--- src/rtl/serial_term_pkg.sv ---
// Shared constants and state encoding for the serial terminal message path.
package serial_term_pkg;

  localparam int MEM_SIZE  = 43;
  localparam int EDIT_BASE = 24;
  localparam int EDIT_LAST = 39;

  localparam logic [6:0] NUL       = 7'h00;
  localparam logic [6:0] LF        = 7'h0A;
  localparam logic [6:0] CR        = 7'h0D;
  localparam logic [6:0] FILL_CHAR = 7'h20;

  typedef enum logic [2:0] {
    INIT  = 3'd0,
    IDLE  = 3'd1,
    WRITE = 3'd2,
    FETCH = 3'd3,
    SEND  = 3'd4,
    FIN   = 3'd5
  } state_t;

endpackage

--- src/rtl/edit_ptr_wrap_counter.sv ---
// Wrapping address pointer over the editable window; the same register serves
// as the fill pointer during INIT and as the edit pointer afterwards.
module edit_ptr_wrap_counter #(
  parameter int                    ADDR_WIDTH = 6,
  parameter logic [ADDR_WIDTH-1:0] BASE       = 6'd24,
  parameter logic [ADDR_WIDTH-1:0] LAST       = 6'd39
) (
  input  logic                  clock,
  input  logic                  reset,
  input  logic                  advance,
  output logic [ADDR_WIDTH-1:0] value
);

  logic [ADDR_WIDTH-1:0] value_r;

  // Pointer register: steps on advance and wraps from LAST back to BASE
  always_ff @(posedge clock) begin
    if (reset) begin
      value_r <= BASE;
    end else if (advance) begin
      if (value_r == LAST) begin
        value_r <= BASE;
      end else begin
        value_r <= value_r + ADDR_WIDTH'(1);
      end
    end
  end

  assign value = value_r;

endmodule

--- src/rtl/ram_message_sequencer.sv ---
// Single-port message RAM controller: clears the edit window after reset,
// accepts edit characters, and streams the stored message to the UART.
module ram_message_sequencer
  import serial_term_pkg::*;
#(
  parameter int DATA_WIDTH = 7,
  parameter int ADDR_WIDTH = 6
) (
  input  logic                  clock,
  input  logic                  reset,
  input  logic                  print_req,
  input  logic                  char_in_valid,
  input  logic [DATA_WIDTH-1:0] char_in,
  output logic                  char_in_ready,
  output logic [7:0]            tx_data,
  output logic                  tx_valid,
  input  logic                  tx_ready,
  output logic [ADDR_WIDTH-1:0] ram_address,
  output logic [DATA_WIDTH-1:0] ram_din,
  output logic                  ram_write,
  input  logic [DATA_WIDTH-1:0] ram_dout,
  output logic [ADDR_WIDTH-1:0] edit_ptr,
  output logic                  busy,
  output logic                  done
);

  localparam logic [ADDR_WIDTH-1:0] BASE_ADDR = ADDR_WIDTH'(EDIT_BASE);
  localparam logic [ADDR_WIDTH-1:0] LAST_EDIT = ADDR_WIDTH'(EDIT_LAST);
  localparam logic [ADDR_WIDTH-1:0] LAST_ADDR = ADDR_WIDTH'(MEM_SIZE - 1);

  state_t                state_r, state_s;
  logic [ADDR_WIDTH-1:0] rd_ptr_r, rd_ptr_s;
  logic [DATA_WIDTH-1:0] char_r, char_s;
  logic [7:0]            tx_data_r, tx_data_s;
  logic                  tx_valid_r, tx_valid_s;
  logic                  ptr_advance_s;
  logic [ADDR_WIDTH-1:0] wptr_s;

  edit_ptr_wrap_counter #(
    .ADDR_WIDTH (ADDR_WIDTH),
    .BASE       (BASE_ADDR),
    .LAST       (LAST_EDIT)
  ) u_wptr (
    .clock   (clock),
    .reset   (reset),
    .advance (ptr_advance_s),
    .value   (wptr_s)
  );

  // Next-state, RAM port mux and handshake decode
  always_comb begin
    state_s       = state_r;
    rd_ptr_s      = rd_ptr_r;
    char_s        = char_r;
    tx_data_s     = tx_data_r;
    tx_valid_s    = tx_valid_r;
    ptr_advance_s = 1'b0;
    ram_address   = rd_ptr_r;
    ram_din       = {DATA_WIDTH{1'b0}};
    ram_write     = 1'b0;
    char_in_ready = 1'b0;
    busy          = 1'b1;
    done          = 1'b0;
    case (state_r)
      INIT: begin
        ram_write     = 1'b1;
        ram_address   = wptr_s;
        ram_din       = DATA_WIDTH'(FILL_CHAR);
        ptr_advance_s = 1'b1;
        if (wptr_s == LAST_EDIT) begin
          state_s = IDLE;
        end else begin
          state_s = INIT;
        end
      end
      IDLE: begin
        busy          = 1'b0;
        char_in_ready = !print_req;
        // A print request wins; a simultaneous edit stays pending upstream
        if (print_req) begin
          rd_ptr_s = {ADDR_WIDTH{1'b0}};
          state_s  = FETCH;
        end else if (char_in_valid) begin
          char_s  = char_in;
          state_s = WRITE;
        end else begin
          state_s = IDLE;
        end
      end
      WRITE: begin
        ram_write     = 1'b1;
        ram_address   = wptr_s;
        ram_din       = char_r;
        ptr_advance_s = 1'b1;
        state_s       = IDLE;
      end
      FETCH: begin
        if (ram_dout == DATA_WIDTH'(NUL)) begin
          state_s = FIN;
        end else begin
          tx_data_s  = 8'(ram_dout);
          tx_valid_s = 1'b1;
          state_s    = SEND;
        end
      end
      SEND: begin
        if (tx_ready) begin
          tx_valid_s = 1'b0;
          // Last address reached without a NUL terminator ends the pass
          if (rd_ptr_r == LAST_ADDR) begin
            state_s = FIN;
          end else begin
            rd_ptr_s = rd_ptr_r + ADDR_WIDTH'(1);
            state_s  = FETCH;
          end
        end else begin
          state_s = SEND;
        end
      end
      FIN: begin
        done     = 1'b1;
        rd_ptr_s = {ADDR_WIDTH{1'b0}};
        state_s  = IDLE;
      end
      default: begin
        state_s = INIT;
      end
    endcase
  end

  // State, read pointer, latched edit character and UART output registers
  always_ff @(posedge clock) begin
    if (reset) begin
      state_r    <= INIT;
      rd_ptr_r   <= {ADDR_WIDTH{1'b0}};
      char_r     <= {DATA_WIDTH{1'b0}};
      tx_data_r  <= 8'h00;
      tx_valid_r <= 1'b0;
    end else begin
      state_r    <= state_s;
      rd_ptr_r   <= rd_ptr_s;
      char_r     <= char_s;
      tx_data_r  <= tx_data_s;
      tx_valid_r <= tx_valid_s;
    end
  end

  assign tx_data  = tx_data_r;
  assign tx_valid = tx_valid_r;
  assign edit_ptr = wptr_s;

endmodule

--- config.mk ---
export PLATFORM = sky130hd
export DESIGN_NAME = ram_message_sequencer
export DESIGN_NICKNAME = d
export VERILOG_FILES = /design/src/rtl/serial_term_pkg.sv /design/src/rtl/edit_ptr_wrap_counter.sv /design/src/rtl/ram_message_sequencer.sv
export SDC_FILE = /design/constraint.sdc
export NUM_CORES = 1
export LEC_CHECK = 0
export ABC_AREA = 0
export BUFFER_PORTS_ARGS = -buffer_cell sky130_fd_sc_hd__buf_2
export CAP_MARGIN = 20
export CORE_MARGIN = 2
export CORE_UTILIZATION = 44
export DETAILED_ROUTE_END_ITERATION = 7
export PLACE_DENSITY = 0.74
export SYNTH_ARGS = -nofsm -noshare
export SYNTH_HDL_FRONTEND = slang
export SYNTH_SLANG_ARGS = --single-unit
--- constraint.sdc ---
create_clock -name clock -period 1.5 [get_ports clock]
set_input_delay 0.075 -clock clock [delete_from_list [all_inputs] [get_ports clock]]
set_output_delay 0.075 -clock clock [all_outputs]
set_load 0.01 [all_outputs]
======== Word-level counts from Yosys, hierarchy flattened ========
Index checks and enable logic that the tools add are counted.
word-level totals
  register bits ........................... 30
  output and inout port bits .............. 32
cells by class
  add/sub/neg operators ................... 2
  equal/unequal tests ..................... 11
  mux-type cells .......................... 21
  bitwise gates (word level) .............. 2
  reductions and logical operators ........ 11
operators by type and width
  cell                                           number
  2-to-1 mux 6 bit                               5
  one-hot mux 6 bit (3 select lines)             1
  one-hot mux 3 bit (5 select lines)             1
  one-hot mux 7 bit (2 select lines)             1
  adder 6 x 1 -> 6 bit, second input constant    2
  == test 6 bit, second input constant           2
  2-to-1 mux 1 bit                               8
  != test 2 bit, second input constant           4
  logical NOT 7 bit                              1
  == test 3 x 2 -> 1 bit, second input constant  2
  == test 3 bit, second input constant           2
  2-to-1 mux 3 bit                               2
  AND reduction 3 bit                            2
  2-to-1 mux 2 bit                               2
  AND reduction 4 bit                            1
  OR reduction 2 bit                             2
  == test 3 x 1 -> 1 bit, second input constant  1
  logical NOT 3 bit                              1
  nonzero test 3 bit                             1
  NOT 1 bit                                      2
  one-hot mux 1 bit (2 select lines)             1
  AND reduction 2 bit                            1
  nonzero test 2 bit                             1
  logical NOT 1 bit                              1

======== Longest topological paths before layout ========
  word-level depth ........................ 4
  depth in mapped cells ................... 7

======== Cells and area by module ========
Synthesis repeated with hierarchy kept, for this count alone.
unflattened totals
  cell total of the unflattened synthesis .. 181
  area total of the unflattened synthesis .. 1642.8 sq um
by module, submodules not included
  module                 times used  cells an instance  area each (sq um)  sequential area each (sq um)
  ram_message_sequencer  1           149                1346.3             480.5
  edit_ptr_wrap_counter  1           32                 296.5              120.1

======== Least setup slack after synthesis ========
OpenSTA, ideal clock, no wires.
  kind .................................... reg-to-output
  start ................................... register state_r[0]
  end ..................................... output port ram_din[3]
  data arrival time ....................... 1371 ps
  path slack .............................. 54 ps
  cell stages (with the launch flop) ...... 7
  cell sequence ........................... dfxtp_1 or2_2 buf_2 inv_1 buf_2 buf_4 and3_1
between the ends
  cells in the longest elaborated chain, start to end .. 2
RTL lines
  item                                                         RTL line                      text
  start: declaration                                           ram_message_sequencer.sv:31   state_t state_r, state_s;
  start signal: assignment                                     ram_message_sequencer.sv:140  state_r <= state_s;
  == test 3 x 2 -> 1 bit or logical NOT 3 bit (tied branches)  ram_message_sequencer.sv:64   case (state_r)
  one-hot mux 7 bit (2 select lines) *                         ram_message_sequencer.sv:64
  end: declaration                                             ram_message_sequencer.sv:19   output logic [DATA_WIDTH-1:0] ram_din,
Every way passes the cells marked *; elsewhere a longest branch is shown, timed or not.

======== Final worst setup path ========
  start ................................... register state_r[0]
  end ..................................... output port ram_address[4]
between the ends
  cells in the longest elaborated chain, start to end .. 3
RTL lines
  item                                                         RTL line                     text
  == test 3 x 2 -> 1 bit or logical NOT 3 bit (tied branches)  ram_message_sequencer.sv:64
  OR reduction 2 bit (no line) *                               n/a
  2-to-1 mux 6 bit *                                           ram_message_sequencer.sv:64
  end: declaration                                             ram_message_sequencer.sv:18  output logic [ADDR_WIDTH-1:0] ram_address,
Marks and branches as above.

==> results.json <==
{
  "crit_family": "flip-flops",
  "path_depth": 4,
  "worst_r2r_endpoint": "u_wptr.value[0]$_SDFFE_PP0N_",
  "arrival_ns": 1.47,
  "critPathMaxStageDelay_ns": 0.34,
  "cts_tree": "built",
  "final_nets": 282,
  "dpl.cell_count": 280,
  "endpoint": "ram_address[4]",
  "utilization_pct": 67.73,
  "htreeDepth": 2,
  "fin_skew_ns": 0.002744,
  "period_share_pct": 103.2,
  "hpwl_um": 2618,
  "n_antenna_cell": 0,
  "clk_pin_slew_worst_paths_ns": 0.09,
  "p_int_mw": 1.112,
  "swShare_pct": 25.00,
  "worstSkewPairLatency_ns": 0.34,
  "fp-row-count": 21,
  "yosysWarnings": 0,
  "pwr-share-seq_pct": 55.2,
  "cts-root-buf": "clkbuf_4",
  "p_clk_share_pct": 34.9,
  "ios": 51,
  "synthTopCellsByArea": "dfxtp_1 41%, nand2_1 6.4%, mux2i_1 5.4%",
  "r2r_cells": 6,
  "required_ns": 1.42,
  "cts_buffers": 5,
  "cp_max_fo": 5,
  "port_buffers": 49,
  "crit_top_cell": "buf_6",
  "dieArea_um2": 3838,
  "cts_sinks": 30,
  "r2r-start": "state_r[0]$_SDFF_PP0_",
  "pre_cts_ws_ns": 0.02370,
  "fin_cells": 307,
  "power_switching_uw": 370.6,
  "rsz0062_at_grt": "yes",
  "critPathLaunch": "state_r[0]$_SDFF_PP0_",
  "syn_area_per_cell_um2": 8.444,
  "start_util_pct": 44.99,
  "grt_pass1_wl_um": 6113,
  "grt_pass1_vias": 1425,
  "synth_area_leader_cell": "dfxtp_1",
  "wl_per_cell_um": 13.34,
  "p_leak_nw": 1.025,
  "seq_area_frac_synth_pct": 40.64,
  "die_x_um": 61.95,
  "synth.distinct_cells": 40,
  "grt_usage_pct": 21.87,
  "syn_area_um2": 1478,
  "die_y_um": 61.95,
  "core_um2": 3284,
  "routed_via_density": 5.212,
  "gp_congestion": 0.8148,
  "ant_nets": 0,
  "fin_setup_tns_ns": -0.1929,
  "syn2layout_area_growth_pct": 50.55,
  "grt_max_degree": 20,
  "start_kind": "register",
  "setup_slack_ns": -0.04818,
  "layout-drive-gt1-share_pct": 38.31,
  "route.detailed.drc": 0,
  "wl_um": 4094,
  "first_pass_iters": 4,
  "crit_buf_inv": 2,
  "syn_nets": 197,
  "power.density_nw_per_um2": 666.5,
  "drv_cap": 0,
  "clockBufferDepth": 2,
  "combPwrFrac_pct": 9.9,
  "hold_slack_ns": 0.01106,
  "r2r_slack_ns": -0.01,
  "vias": 1600,
  "synth_top_area_share_pct": 40.64,
  "dr.first_iter.drc_count": 96,
  "slowest_stage": "dfxtp_2",
  "hold_class": "in -> reg",
  "cp-end-kind": "output port",
  "critical_path_class": "reg -> out",
  "antenna_found_initial": 0,
  "grt_overflow": 0,
  "status": "finished, violations left",
  "syn_inst": 175,
  "path_cells": "or2_4 > buf_6 > mux2_2 > buf_6",
  "fmax_mhz": 645.9,
  "ys_ff_latch": 30,
  "finalHoldViolations": 0,
  "violations": "setup timing",
  "timing.final.crit_period_ns": 1.548,
  "drv_slew": 0,
  "peakVddDrop_mv": 0.5735,
  "setup_viol_count_final": 5
}
Yosys cell counts:
| library cell | count |
|---|---|
| and4_1 | 1 |
| a22oi_1 | 2 |
| nand4b_1 | 1 |
| clkbuf_1 | 5 |
| mux2_2 | 4 |
| o2111ai_1 | 1 |
| nor2_1 | 14 |
| nor3_1 | 2 |
| dfxtp_1 | 30 |
| buf_4 | 2 |
| o21ai_1 | 1 |
| nor3b_1 | 1 |
| and3_1 | 9 |
| a31oi_1 | 7 |
| buf_2 | 3 |
| nor4b_2 | 1 |
| and3b_1 | 2 |
| nor2b_1 | 1 |
| ha_1 | 3 |
| inv_1 | 5 |
| or4_1 | 1 |
| o21ai_0 | 5 |
| nand3b_1 | 2 |
| or3_1 | 2 |
| mux2i_1 | 8 |
| xor2_1 | 3 |
| nand2_1 | 25 |
| nand2b_1 | 3 |
| or2_2 | 1 |
| nand4_1 | 2 |
| a221oi_1 | 1 |
| or3b_1 | 1 |
| or4_4 | 1 |
| conb_1 | 1 |
| o21a_1 | 3 |
| nand3_1 | 4 |
| a21oi_1 | 12 |
| nand4bb_1 | 1 |
| and2_1 | 3 |
| xnor2_1 | 1 |
metal layers:
| layer | global-route usage (%) | wire, µm |
|---|---|---|
| met1 | 25.92 | 1710 |
| met2 | 36.31 | 2092 |
| met3 | 5.176 | 175 |
| met4 | 11.85 | 115 |
| met5 | 0 | 0 |
cell families after synthesis:
kind of cell | count (synthesis) | share of synthesized area (%)
other | 1 | 0.2538
and+or+nand+nor | 78 | 28.37
DFF | 30 | 40.64
AOI/OAI and AO/OA | 32 | 12.79
adders and majority gates | 3 | 2.540
buffers and inverters | 15 | 4.572
xor gates and xnor gates | 4 | 2.371
muxes | 12 | 8.467
worst min path at each step:
stage,startpoint,endpoint,slack [ns],cells after the start
after floorplan,ram_dout[0],tx_data[0]$_SDFFE_PP0P_,0.21,2
after global placement,char_in[6],char_r[6]$_SDFFE_PP0P_,0.30,3
after detailed placement,char_in[6],char_r[6]$_SDFFE_PP0P_,0.32,3
after CTS,ram_dout[3],tx_data[3]$_SDFFE_PP0P_,0.01,3
after global routing,ram_dout[3],tx_data[3]$_SDFFE_PP0P_,0.02,3
final,ram_dout[6],tx_data[6]$_SDFFE_PP0P_,0.01,3
power by group through the flow:
| stage | logic (mW) | registers, mW | clock network (mW) |
|---|---|---|---|
| 2_1_floorplan | 0.0545 | 0.838 | 0 |
| 3_3_place_gp | 0.108 | 0.837 | 0 |
| 3_5_place_dp | 0.109 | 0.837 | 0 |
| 4_1_cts | 0.143 | 0.819 | 0.522 |
| 5_1_grt | 0.163 | 0.821 | 0.557 |
| 6_report | 0.147 | 0.819 | 0.517 |
sequential cells by signal, indices dropped and copies added, names as in the netlist:
register / cells
u_wptr.value: 6
char_r: 7
tx_valid: 1
rd_ptr_r: 6
tx_data: 7
state_r: 3
timing repair:
item                                    in CTS  in global routing
resized for setup                           11                 19
endpoints found under the hold margin       13                  0
buffers inserted                             2                  3
hold buffers                                13                  0
gates cloned                                 0                  1
pin swaps                                    0                  2
endpoints found under the setup margin      14                 25
worst min-delay path, stage by stage:
cell and delay (ns):
buf_2 0.09, a22oi_1 0.07, nor2_1 0.09
stage by stage:
stage | area (µm²) | power, mW
2_1_floorplan | 1478 | 0.8927
3_3_place_gp | 1882 | 0.9448
3_5_place_dp | 1882 | 0.9466
4_1_cts | 2126 | 1.484
5_1_grt | 2225 | 1.541
6_report | 2225 | 1.483
cell type report:
type | instances | area (µm²)
Fill cell | 291 | 1060
Tap cell | 46 | 57.56
Multi-Input combinational cell | 130 | 849.6
Sequential cell | 30 | 604.3
Clock buffer | 7 | 55.05
Clock inverter | 1 | 5.005
Inverter | 5 | 23.77
Timing Repair Buffer | 88 | 629.4
cells in the final DEF (no fill, tap or decap), types with 5 or more instances in the layout:
master and n:
buf_4 22, dlygate4sd3_1 13, mux2i_1 8, a31oi_1 7
nand2_1 24, a21oi_1 12, and3_1 6, nor2_1 14
dfxtp_1 27, buf_2 42, clkbuf_4 5, buf_6 11
Power figures use the tool's default switching activity.
